`src/rtl/csr_neighbor_fetcher.sv`:
```
// csr_neighbor_fetcher: expands one CSR vertex into its neighbour list over graph_memory reads.
// Statistics counters are built only when CSR_FETCH_STATS_EN is defined.
//
//  state    | meaning
//  IDLE     | ready to accept a vertex ID
//  IDX0     | strobe rowidx[v]
//  IDX1     | strobe rowidx[v+1]
//  WAIT_IDX | collect start/end bounds
//  FETCH    | issue edge reads on ports A/B, gated by FIFO credit
//  DRAIN    | wait for reads and FIFO to empty, then pulse done
module csr_neighbor_fetcher #(
    parameter int PROC_BITS  = 4,
    parameter int PROC_ID    = 0,
    parameter int MEM_LAT    = 2,
    parameter int FIFO_DEPTH = 8
) (
    input  logic                  clk_in,
    input  logic                  rst_n_in,
    input  logic [31:0]           vtx_in,
    input  logic                  vtx_valid_in,
    output logic                  vtx_ready_out,
    output logic [31+PROC_BITS:0] idx_addr_out,
    output logic                  idx_valid_out,
    input  logic [31:0]           rowidx_in,
    input  logic                  rowidx_valid_in,
    output logic [31+PROC_BITS:0] data_addra_out,
    output logic                  data_valida_out,
    output logic [31+PROC_BITS:0] data_addrb_out,
    output logic                  data_validb_out,
    input  logic [31:0]           data_ina,
    input  logic                  data_valida_in,
    input  logic [31:0]           data_inb,
    input  logic                  data_validb_in,
    output logic [31:0]           nbr_out,
    output logic                  nbr_valid_out,
    output logic                  nbr_last_out,
    input  logic                  nbr_ready_in,
    output logic                  done_out,
    output logic                  err_out,
    output logic [31:0]           edge_cnt_out,
    output logic [31:0]           fetch_cyc_out
);
    localparam int AW = $clog2(FIFO_DEPTH);
    localparam int CW = AW + 2;
    localparam int IW = $clog2(MEM_LAT + 3);
    localparam logic [PROC_BITS-1:0] TAG     = PROC_BITS'(PROC_ID);
    localparam logic [CW-1:0]        DEPTH_C = CW'(FIFO_DEPTH);

    typedef enum logic [2:0] {
        S_IDLE, S_IDX0, S_IDX1, S_WAIT_IDX, S_FETCH, S_DRAIN
    } state_t;

    state_t        state, state_d;
    logic [31:0]   vtx_q, start_q, end_q, next_q, next_d, rcv_q;
    logic          idx_seen_q, err_q;
    logic [IW-1:0] idx_out_q;
    logic [CW-1:0] out_a_q, out_b_q, count_q, need;
    logic [AW-1:0] wptr_q, rptr_q;
    logic [32:0]   mem [FIFO_DEPTH];

    logic          accept, idx_take, a_wr, b_wr, stray, range_err, rd, a_last, b_last;
    logic [31:0]   len, remain;
    logic [1:0]    wr_n;

    assign accept   = vtx_valid_in && (state == S_IDLE);
    assign idx_take = rowidx_valid_in && (idx_out_q != '0);
    assign a_wr     = data_valida_in && (out_a_q != '0);
    assign b_wr     = data_validb_in && (out_b_q != '0);
    // Responses with nothing outstanding on their port are leftovers (e.g. from before a reset).
    assign stray    = (rowidx_valid_in && !idx_take) || (data_valida_in && !a_wr) ||
                      (data_validb_in && !b_wr);
    assign len      = end_q - start_q;
    assign remain   = end_q - next_q;
    assign a_last   = (rcv_q == len - 32'd1);
    assign b_last   = ((rcv_q + {31'd0, a_wr}) == len - 32'd1);
    assign wr_n     = {1'b0, a_wr} + {1'b0, b_wr};
    assign rd       = (count_q != '0) && nbr_ready_in;

    always_comb begin
        state_d         = state;
        next_d          = next_q;
        need            = '0;
        idx_valid_out   = 1'b0;
        idx_addr_out    = '0;
        data_valida_out = 1'b0;
        data_addra_out  = '0;
        data_validb_out = 1'b0;
        data_addrb_out  = '0;
        done_out        = 1'b0;
        range_err       = 1'b0;
        case (state)
            S_IDLE: if (accept) state_d = S_IDX0;
            S_IDX0: begin
                idx_valid_out = 1'b1;
                idx_addr_out  = {TAG, vtx_q};
                state_d       = S_IDX1;
            end
            S_IDX1: begin
                idx_valid_out = 1'b1;
                idx_addr_out  = {TAG, vtx_q + 32'd1};
                state_d       = S_WAIT_IDX;
            end
            S_WAIT_IDX: if (idx_take && idx_seen_q) begin
                if (rowidx_in > start_q) begin
                    state_d = S_FETCH;
                end else begin
                    range_err = (rowidx_in < start_q);
                    state_d   = S_DRAIN;
                end
            end
            S_FETCH: begin
                // Credit covers every read in flight so the FIFO can never overflow.
                need = (remain > 32'd1) ? CW'(2) : CW'(1);
                if (DEPTH_C - count_q >= out_a_q + out_b_q + need) begin
                    data_valida_out = 1'b1;
                    data_addra_out  = {TAG, next_q};
                    if (remain > 32'd1) begin
                        data_validb_out = 1'b1;
                        data_addrb_out  = {TAG, next_q + 32'd1};
                    end
                    next_d = next_q + 32'(need);
                    if (remain == 32'(need)) state_d = S_DRAIN;
                end
            end
            S_DRAIN: if (idx_out_q == '0 && out_a_q == '0 && out_b_q == '0 && count_q == '0) begin
                done_out = 1'b1;
                state_d  = S_IDLE;
            end
            default: state_d = S_IDLE;
        endcase
    end

    always_ff @(posedge clk_in or negedge rst_n_in) begin
        if (!rst_n_in) begin
            state      <= S_IDLE;
            vtx_q      <= '0;
            start_q    <= '0;
            end_q      <= '0;
            next_q     <= '0;
            rcv_q      <= '0;
            idx_seen_q <= 1'b0;
            idx_out_q  <= '0;
            out_a_q    <= '0;
            out_b_q    <= '0;
            count_q    <= '0;
            wptr_q     <= '0;
            rptr_q     <= '0;
            err_q      <= 1'b0;
        end else begin
            state     <= state_d;
            idx_out_q <= idx_out_q + IW'(idx_valid_out) - IW'(idx_take);
            if (accept) begin
                vtx_q      <= vtx_in;
                idx_seen_q <= 1'b0;
                rcv_q      <= '0;
            end else begin
                rcv_q <= rcv_q + 32'(wr_n);
            end
            if (idx_take) begin
                if (!idx_seen_q) begin
                    start_q    <= rowidx_in;
                    idx_seen_q <= 1'b1;
                end else begin
                    end_q <= rowidx_in;
                end
            end
            next_q  <= (state == S_WAIT_IDX) ? start_q : next_d;
            out_a_q <= out_a_q + CW'(data_valida_out) - CW'(a_wr);
            out_b_q <= out_b_q + CW'(data_validb_out) - CW'(b_wr);
            wptr_q  <= wptr_q + AW'(wr_n);
            rptr_q  <= rptr_q + AW'(rd);
            count_q <= count_q + CW'(wr_n) - CW'(rd);
            if (stray || range_err) err_q <= 1'b1;
        end
    end

    // Same-cycle A and B responses land in address order: A first, B behind it.
    always_ff @(posedge clk_in) begin
        if (a_wr) mem[wptr_q] <= {a_last, data_ina};
        if (b_wr) mem[a_wr ? wptr_q + AW'(1) : wptr_q] <= {b_last, data_inb};
    end

    assign vtx_ready_out = (state == S_IDLE);
    assign nbr_valid_out = (count_q != '0);
    assign nbr_out       = nbr_valid_out ? mem[rptr_q][31:0] : '0;
    assign nbr_last_out  = nbr_valid_out && mem[rptr_q][32];
    assign err_out       = err_q;

`ifdef CSR_FETCH_STATS_EN
    logic [31:0] edge_cnt_q, fetch_cyc_q;

    always_ff @(posedge clk_in or negedge rst_n_in) begin
        if (!rst_n_in) begin
            edge_cnt_q  <= '0;
            fetch_cyc_q <= '0;
        end else begin
            edge_cnt_q <= edge_cnt_q + 32'(wr_n);
            if (state != S_IDLE) fetch_cyc_q <= fetch_cyc_q + 32'd1;
        end
    end

    assign edge_cnt_out  = edge_cnt_q;
    assign fetch_cyc_out = fetch_cyc_q;
`else
    assign edge_cnt_out  = '0;
    assign fetch_cyc_out = '0;
`endif

endmodule

```
`config.mk`:
```
export PLATFORM = sky130hd
export DESIGN_NAME = csr_neighbor_fetcher
export DESIGN_NICKNAME = d
export VERILOG_FILES = /design/src/rtl/csr_neighbor_fetcher.sv
export SDC_FILE = /design/constraint.sdc
export NUM_CORES = 1
export LEC_CHECK = 0
export ABC_CLOCK_PERIOD_IN_PS = 10860
export CAP_MARGIN = 0
export CORE_AREA = 2 2 251 253
export DETAILED_ROUTE_END_ITERATION = 8
export DIE_AREA = 0 0 253 255
export DONT_BUFFER_PORTS = 1
export GPL_ROUTABILITY_DRIVEN = 0
export PLACE_DENSITY_LB_ADDON = 0.12
export SLEW_MARGIN = 15
export SYNTH_ARGS = -nofsm -noshare
export SYNTH_HDL_FRONTEND = slang
export SYNTH_SLANG_ARGS = --single-unit
```
`constraint.sdc`:
```
create_clock -name clk_in -period 10.86 [get_ports clk_in]
set_input_delay 1.629 -clock clk_in [delete_from_list [all_inputs] [get_ports clk_in]]
set_output_delay 1.629 -clock clk_in [all_outputs]
set_load 0.03 [all_outputs]
```
After elaboration in Yosys (flattened, before gate mapping)
Memory sizes are Yosys's and may differ from the RTL's.
Index checks and enable logic that the tools add are counted.

word-level totals
  register bits = 189
  latch bits = 0
  bits in writable memories = 264
  bits in read-only memories = 0
  input bits = 135
  output and inout bits = 212
  word-level logic and storage cells = 129
  memories = 1

memory list
  name  depth  width  rd ports  clocked after memory_dff  wr ports  line  source
  mem   8      33     1         0                         2         59    logic [32:0] mem [FIFO_DEPTH];

cells by class
  add/subtract/negate cells = 23
  multipliers = 0
  div/mod/pow operators = 0
  $lt $le $gt $ge = 4
  equal/unequal tests = 13
  shift operators = 0
  multiplexer cells = 38
  bitwise operators = 1
  reductions and logical operators = 35

operators with widths
  cell                     count
  $mux W32                 10
  $add A32 B1 Y32 const B  2
  $add A32 B2 Y32          2
  $eq A32 B32 Y1           2
  $pmux W32 S2             1
  $sub A32 B32 Y32         2
  $add A32 B1 Y32          1
  $eq A32 B2 Y1            1
  $gt A32 B1 Y1 const B    1
  $gt A32 B32 Y1           1
  $lt A32 B32 Y1           1
  $sub A32 B1 Y32 const B  1
  $mux W1                  19
  $mux W3                  6
  $pmux W3 S6              1
  $logic_not A5 Y1         3
  $reduce_bool A5 Y1       3
  $sub A5 B1 Y5            3
  $logic_and A1 B1 Y1      13
  $add A5 B1 Y5            2
  $add A5 B2 Y5            2
  $ne A2 B2 Y1 const B     4
  $add A3 B1 Y3            2
  $eq A3 B2 Y1 const B     2
  other kinds (20)         29

Depth between registers and ports, before layout
Gate-level depths: netlist of the first run.

  depth after elaboration = 9
  depth in mapped cells = 34
  depth with buffers taken out = 33

Worst setup path after synthesis of the first run
Ideal clock, no wire load.

  path type = reg2out
  start point = register next_q[7]
  end point = output data_addra_out[21]
  arrival time = 6.561 ns
  required time = 9.231 ns
  slack = 2.670 ns
  stages on the path, launching flop included = 28
  buffers on the path = 4
  cells stage by stage = dfrtp_1 > clkbuf_1 > inv_1 > ha_1 > and3_1 > a221o_1 > and3_1 > a311o_1 > or2_1 > mux2i_1 > nand4_1 > or4_4 > or3_1 > inv_1 > fa_1 > inv_1 > ha_1 > fa_1 > inv_1 > ha_1 > a21o_1 > a21o_1 > a21o_1 > nand2_1 > clkbuf_1 > clkbuf_1 > buf_1 > nor2_1

between the ends
  cells in the longest elaborated chain, start to end = 7

ends and longest elaborated chain
  what                    line  source
  from (decl)             54    logic [31:0] vtx_q, start_q, end_q, next_q, next_d, rcv_q;
  from (signal assigned)  167   next_q <= (state == S_WAIT_IDX) ? start_q : next_d;
  $sub A32 B32 Y32        73    assign remain = end_q - next_q;
  $gt A32 B1 Y1           113   need = (remain > 32'd1) ? CW'(2) : CW'(1);
  $mux W2                 113
  $add A5 B2 Y5           114   if (DEPTH_C - count_q >= out_a_q + out_b_q + need) begin
  $ge A5 B5 Y1            114
  $mux W32                114
  $mux W32                91    case (state)
  to (decl)               26    output logic [31+PROC_BITS:0] data_addra_out,

No other way between the ends.

Worst setup path after layout of the first run
  start point = register next_q[7]
  end point = output data_addrb_out[1]

between the ends
  cells in the longest elaborated chain, start to end = 7
  elaborated cells between the ends (all ways) = 8
  classes of those cells = add/sub (2); order compare (2); mux (4)

ends and longest elaborated chain
  what                line      source
  $sub A32 B32 Y32 *  73
  $gt A32 B1 Y1 *     113, 117
  $mux W2             113
  $add A5 B2 Y5       114
  $ge A5 B5 Y1        114
  $mux W32 *          114
  $mux W32 *          91
  to (decl)           28        output logic [31+PROC_BITS:0] data_addrb_out,

Mark *: on every way between the ends. The rest lies on a longest branch, timed or not.

==> results.sh, run 1 <==
export IMPL_drt_pass1_iter_count=8
export IMPL_cts_root_buf="clkbuf_16"
export IMPL_synthAdderAreaFrac_pct=6.57
export IMPL_ctsHoldBuffers=0
export IMPL_end_kind="output pin"
export IMPL_numCtsBuffers=53
export IMPL_synth_edf_count=264
export IMPL_syn_area_um2=30500
export IMPL_cts_resized=0
export IMPL_clock_skew_ns=0.0417
export IMPL_critPathArrivalTime_ns=7.54
export IMPL_slowest_delay_ns=0.51
export IMPL_die_width_um=253
export IMPL_period_needed_ns=9.17
export IMPL_fin_nets=3243
export IMPL_post_place_ws_ns=2.33
export IMPL_synth_xor_area_share_pct=5.51
export IMPL_leakage_nw=12.8
export IMPL_post_route_worst_setup_slack_ns=1.69
export IMPL_post_cts_buffers=0
export IMPL_drcViolationCount=0
export IMPL_core_area_um2=62200
export IMPL_ys_seq_elements=453
export IMPL_slew_headroom_pct=21.8
export IMPL_synth_mux_area_share_pct=15.7
export IMPL_path_delay_family="simple AND/OR/NAND/NOR gates"
export IMPL_drive_gt1_share_pct=16.1
export IMPL_fmax_mhz=109
export IMPL_synth_area_leaders="edfxtp_1, dfrtp_1, mux2_2, ha_1, nand2_1"
export IMPL_cp_slowest_cell="or3_1"
export IMPL_hold_path_startpoint="end_q[0]"
export IMPL_hpwl_um=60900
export IMPL_drt_initial_drc_count=1770
export IMPL_antenna_left=0
export IMPL_synth_top_cell_by_area="edfxtp_1"
export IMPL_final_max_slew_violation_count=0
export IMPL_synth_top_family_by_area="multiplexers"
export IMPL_synth_top_area_share_pct=26.0
export IMPL_crit_top_cell="inv_1"
export IMPL_p_per_area_nw_per_um2=361
export IMPL_portBuffers=0
export IMPL_routed_wl_um=87600
export IMPL_yosys_warnings=0
export IMPL_synth_ff_type="edfxtp_1"
export IMPL_critPathLaunch="next_q[7]"
export IMPL_synthCells=3012
export IMPL_timing_rr_start="next_q[7]"
export IMPL_track_usage_pct=26.6
export IMPL_synth_compound_area_share_pct=10.3
export IMPL_drt_vias_per_instance=6.02
export IMPL_setup_tns_ns=0
export IMPL_async_flop_share_pct=41.7
export IMPL_syn2layout_area_growth_pct=7.42
export IMPL_antenna_found_initial=5
export IMPL_hold_class="flip-flop to flip-flop"
export IMPL_ctsHtreeMaxLevel=2
export IMPL_grt_max_degree=190
export IMPL_synthSimpleGateAreaFrac_pct=15.1
export IMPL_worst_path_buf_inv=6
export IMPL_status="complete, no violations"
export IMPL_worstPathRequired_ns=9.23
export IMPL_ys_seq_area_share_pct=41.5
export IMPL_tritoncts="yes"
export IMPL_io_pins=347
export IMPL_setup_worst_path_start_class="flip-flop"
export IMPL_path_clk_slew_ns=0.06
export IMPL_dieArea_um2=64500
export IMPL_clkLatencyLatePin_ns=0.63
export IMPL_worstMarginPinSlew_ns=1.16
export IMPL_p_total_mw=11.9
export IMPL_cap_violations=0
export IMPL_syn_area_per_cell_um2=10.1
export IMPL_grt_ovfl_total=0
export IMPL_clkSinkCount=453
export IMPL_initial_core_util_pct=49.1
export IMPL_fin_crit_sh_pct=84.4
export IMPL_grt_pass1_wl_um=132000
export IMPL_grt_pass1_vias=22600
export IMPL_vias=22900
export IMPL_crit_type="flip-flop to output pin"
export IMPL_wl_per_cell_um=23.1
export IMPL_yosysUniqueCellTypes=91
export IMPL_rsz0062_at_grt="false"
export IMPL_finalHoldViolations=0
export IMPL_critPathMaxFanout=18
export IMPL_die_y_um=255
export IMPL_peakVddDrop_v=0.000253
export IMPL_setup_viol=0
export IMPL_rows=92
export IMPL_clk_path_buf_depth=3
-- power breakdown --
group          internal [mW]  leakage [nW]  total (mW)  switching [mW]
logic                   2.67          7.18        7.04            4.37
registers               2.52          4.74        3.04           0.526
clock network           1.02         0.850        1.77           0.744
total                   6.21          12.8        11.9            5.64
-- final cells by class --
cell class / instances / area, µm²
Clock buffer: 80 / 1530
Fill cell: 5535 / 29400
Timing Repair Buffer: 35 / 270
Antenna cell: 1 / 2.50
Clock inverter: 19 / 195
Tap cell: 799 / 1000
Multi-Input combinational cell: 2282 / 16600
Inverter: 130 / 488
Sequential cell: 453 / 12700
-- synth_stat cells (all sizes together) (11+ instances only) --
| master | instances |
|---|---|
| mux2i | 39 |
| and3 | 34 |
| dfrtp | 189 |
| inv | 127 |
| and2 | 24 |
| edfxtp | 264 |
| xnor2 | 129 |
| o21ai | 177 |
| a21o | 47 |
| nor2b | 11 |
| fa | 12 |
| o21a | 11 |
| nand3 | 70 |
| o31ai | 14 |
| mux2 | 259 |
| nor4 | 19 |
| o211ai | 11 |
| clkbuf | 116 |
| a21oi | 110 |
| ha | 141 |
| nand2 | 412 |
| o21bai | 11 |
| xor2 | 53 |
| nand4 | 62 |
| nor3 | 46 |
| buf | 106 |
| or3 | 24 |
| a31oi | 24 |
| nor2 | 249 |
| mux4 | 66 |
| nand2b | 17 |
-- flip-flops by register name (all words and copies together) (netlist names), 3 cells and up --
name,cells
out_a_q,5
state,3
idx_out_q,3
count_q,5
wptr_q,3
rptr_q,3
vtx_q,32
rcv_q,32
next_q,32
start_q,32
mem,264
out_b_q,5
end_q,32
-- through the flow --
stage          cell area, µm²  hold slack, ns  util [%]  instances
6_report                32800           0.533      52.7       3799
3_5_place_dp            31000           0.508      49.9       3698
5_1_grt                 32800           0.564      52.7       3798
4_1_cts                 32800           0.534      52.7       3797
3_3_place_gp            31000           0.507      49.9       3698
2_1_floorplan           30800           0.450         -       3087
-- logic make-up after synthesis --
group	after synthesis
flip-flops	453
adder cells (fa/ha/maj)	153
other	1
buffers and inverters	352
AO/OA/AOI/OAI	499
AND/OR/NAND/NOR	1005
multiplexers	364
XOR/XNOR	185
-- placed cells by master (no fill, tap or decap), drive strengths merged, types with 24 or more instances in the layout --
cell    Yosys  layout
nand2     412     412
edfxtp    264     264
mux2      259     259
nor2      249     249
dfrtp     189     189
o21ai     177     177
ha        141     141
xnor2     129     129
inv       127     129
a21oi     110     110
clkbuf    116      80
conb        1      76
nand3      70      70
mux4       66      66
nand4      62      62
xor2       53      53
a21o       47      47
nor3       46      46
mux2i      39      39
buf       106      35
and3       34      34
a31oi      24      24
or3        24      24
and2       24      24
-- tightest hold or removal path: stages (launching register included) --
cell and delay, ns:
dfrtp_1 0.36, nand2_1 0.06, o21ai_0 0.07
-- final timing paths --
path / slack, ns / end / depth (start not counted)
setup / recovery: 1.69 / data_addrb_out[1] / 25
hold / removal: 0.53 / end_q[0] / 2
setup reg to reg: 2.80 / out_b_q[4] / 32
hold reg to reg: 0.53 / end_q[0] / 2
max in group asynchronous: 9.37 / rptr_q[0] / 0
min in group asynchronous: 0.73 / vtx_q[24] / 0
-- per-layer routing --
layer  routed length [µm]  vias to the layer above  track usage [%]
met2                42500                      753             44.5
met3                 5820                      159             5.30
met1                36100                    11300             34.1
met4                 3180                        4             10.5
met5                   23                        -                0
li1                     -                    10700                -
Power figures use the tool's default switching activity.
==> run 2: changes to the inputs <==
Settings changed: ABC_CLOCK_PERIOD_IN_PS 10860 to 8800.
Clock period 10.86 ns to 8.8 ns, I/O delays scaled along.
==> run 2 against run 1 <==
  * Design area up 1.9%
  * Combinational power up 27%
  * Setup slack worse by 1.4 ns
  * Critical path type unchanged
  * Largest cell class unchanged
  * Highest routed layer is now met4
==> results.sh, run 2 (synthesis results as in run 1) <==
export IMPL_timing_reg2reg_worst_path_depth=32
export IMPL_setup_worst_path_start_class="flip-flop"
export IMPL_p_comb_share_pct=60.3
export IMPL_register_area_um2=12700
export IMPL_layout_commonest_cell="nand2_1"
export IMPL_final_max_slew_violation_count=0
export IMPL_drcViolationCount=0
export IMPL_largest_register="mem"
export IMPL_syn2layout_area_growth_pct=9.46
export IMPL_initial_core_util_pct=49.1
export IMPL_reg2reg_slack_ns=1.29
export IMPL_tritoncts="yes"
export IMPL_finalHoldViolations=0
export IMPL_grt_ovfl_total=0
export IMPL_rsz0062_at_grt="false"
export IMPL_final_core_util_pct=53.8
export IMPL_leakage_nw=13.2
export IMPL_status="complete, no violations"
export IMPL_vias=23400
export IMPL_rows=92
export IMPL_clk_path_buf_depth=3
export IMPL_worstPathRequired_ns=7.48
export IMPL_setup_viol=0
export IMPL_core_area_um2=62200
export IMPL_worst_path_buf_inv=7
export IMPL_drt_initial_drc_count=1783
export IMPL_drive_gt1_share_pct=18.7
export IMPL_clockPowerShare_pct=14.6
export IMPL_cp_endpoint="data_addrb_out[9]"
export IMPL_ctsHtreeMaxLevel=2
export IMPL_critPathLaunch="end_q[8]"
export IMPL_grt_max_degree=190
export IMPL_largest_register_ffs=264
export IMPL_clock_skew_ns=0.0228
export IMPL_path_clk_slew_ns=0.06
export IMPL_antenna_left=0
export IMPL_crit_type="flip-flop to output pin"
export IMPL_setup_tns_ns=0
export IMPL_routed_wl_um=88600
export IMPL_slew_headroom_pct=20.8
export IMPL_drt_pass1_iter_count=5
export IMPL_p_per_area_nw_per_um2=444
export IMPL_critPathArrivalTime_ns=7.14
export IMPL_multi_input_area_um2=16700
export IMPL_grt_pass1_vias=23000
export IMPL_cp_slowest_cell="or3_4"
export IMPL_p_sw_share_pct=47.6
export IMPL_wl_per_cell_um=22.9
export IMPL_numCtsBuffers=52
export IMPL_period_needed_ns=8.46
export IMPL_grt_pass1_wl_um=133000
export IMPL_cap_violations=0
export IMPL_cp_depth=27
export IMPL_die_width_um=253
export IMPL_clkLatencyLatePin_ns=0.62
export IMPL_drt_vias_per_instance=6.04
export IMPL_fmax_mhz=118
export IMPL_critPathMaxFanout=7
export IMPL_sequentialPowerShare_pct=25.1
export IMPL_crit_top_cell="a21o_1"
export IMPL_fill_cells=5563
export IMPL_antenna_found_initial=2
export IMPL_slowest_delay_ns=0.45
export IMPL_cts_root_buf="clkbuf_16"
export IMPL_hold_class="input port to async pin"
export IMPL_fin_nets=3315
export IMPL_fin_crit_sh_pct=96.1
export IMPL_portBuffers=0
export IMPL_switchingPower_mw=7.05
export IMPL_track_usage_pct=26.8
export IMPL_end_kind="output pin"
export IMPL_dieArea_um2=64500
export IMPL_worstReg2RegEnd="out_b_q[4]"
export IMPL_hpwl_um=61300
export IMPL_worstMarginPinSlew_ns=1.18
export IMPL_final_cell_mix="nand2_1, edfxtp_1, mux2_2"
export IMPL_internal_power_mw=7.77
export IMPL_clkSinkCount=453
export IMPL_peakVddDrop_v=0.000261
export IMPL_timing_rr_start="end_q[8]"
export IMPL_io_pins=347
export IMPL_path_delay_family="compound AO/OA/AOI/OAI gates"
export IMPL_die_y_um=255
[run 2: final cells by class]
| class | count | share of cell area, % |
|---|---|---|
| multi-input combinational | 2282 | 50.0 |
| sequential | 453 | 37.9 |
| clock buffer | 65 | 4.13 |
| tap | 799 | 2.99 |
| timing repair buffer | 108 | 2.54 |
| inverter | 130 | 1.47 |
| clock inverter | 28 | 0.921 |
| antenna | 3 | 0.0225 |
[run 2: repair_timing]
action,in CTS,in global routing
pin swaps,0,7
hold buffers,0,0
setup buffers,0,12
setup endpoints to repair,60,65
resized for setup,4,28
cloned,0,2
[run 2: worst min-delay path by stage]
stage | start | to | slack, ns | cells after the start
final | rst_n_in | vtx_q[23] | 0.42 | 0
after global routing | rst_n_in | vtx_q[23] | 0.39 | 0
after CTS | rst_n_in | vtx_q[23] | 0.37 | 0
after detailed placement | start_q[8] | next_q[8] | 0.52 | 2
after global placement | end_q[0] | end_q[0] | 0.51 | 2
after floorplan | start_q[15] | next_q[15] | 0.45 | 2
[run 2: layer usage]
| layer | share of wire (%) | wire length (µm) | GRT usage [%] |
|---|---|---|---|
| met5 | 0 | 0 | 0 |
| met4 | 4.3 | 3770 | 11.7 |
| met3 | 7.5 | 6640 | 5.49 |
| met2 | 48 | 42800 | 44.6 |
| met1 | 40 | 35400 | 33.8 |
[run 2: metrics by stage]
stage          instances  setup WS, ns  hold slack [ns]  cell area (µm²)  power, mW
3_5_place_dp        3758         0.471            0.524            31500       12.4
5_1_grt             3865        0.0508            0.388            33400       15.8
2_1_floorplan       3087         0.919            0.450            30800       10.2
3_3_place_gp        3758         0.671            0.506            31500       12.2
6_report            3868         0.344            0.420            33400       14.8
4_1_cts             3851        0.0267            0.374            33200       14.7
[run 2: power groups by stage]
| stage | clock (mW) | sequential, mW | combinational, mW |
|---|---|---|---|
| 2_1_floorplan | 0 | 3.46 | 6.78 |
| 3_3_place_gp | 0 | 3.72 | 8.51 |
| 3_5_place_dp | 0 | 3.76 | 8.67 |
| 4_1_cts | 2.22 | 3.73 | 8.72 |
| 5_1_grt | 2.30 | 3.81 | 9.73 |
| 6_report | 2.16 | 3.73 | 8.93 |
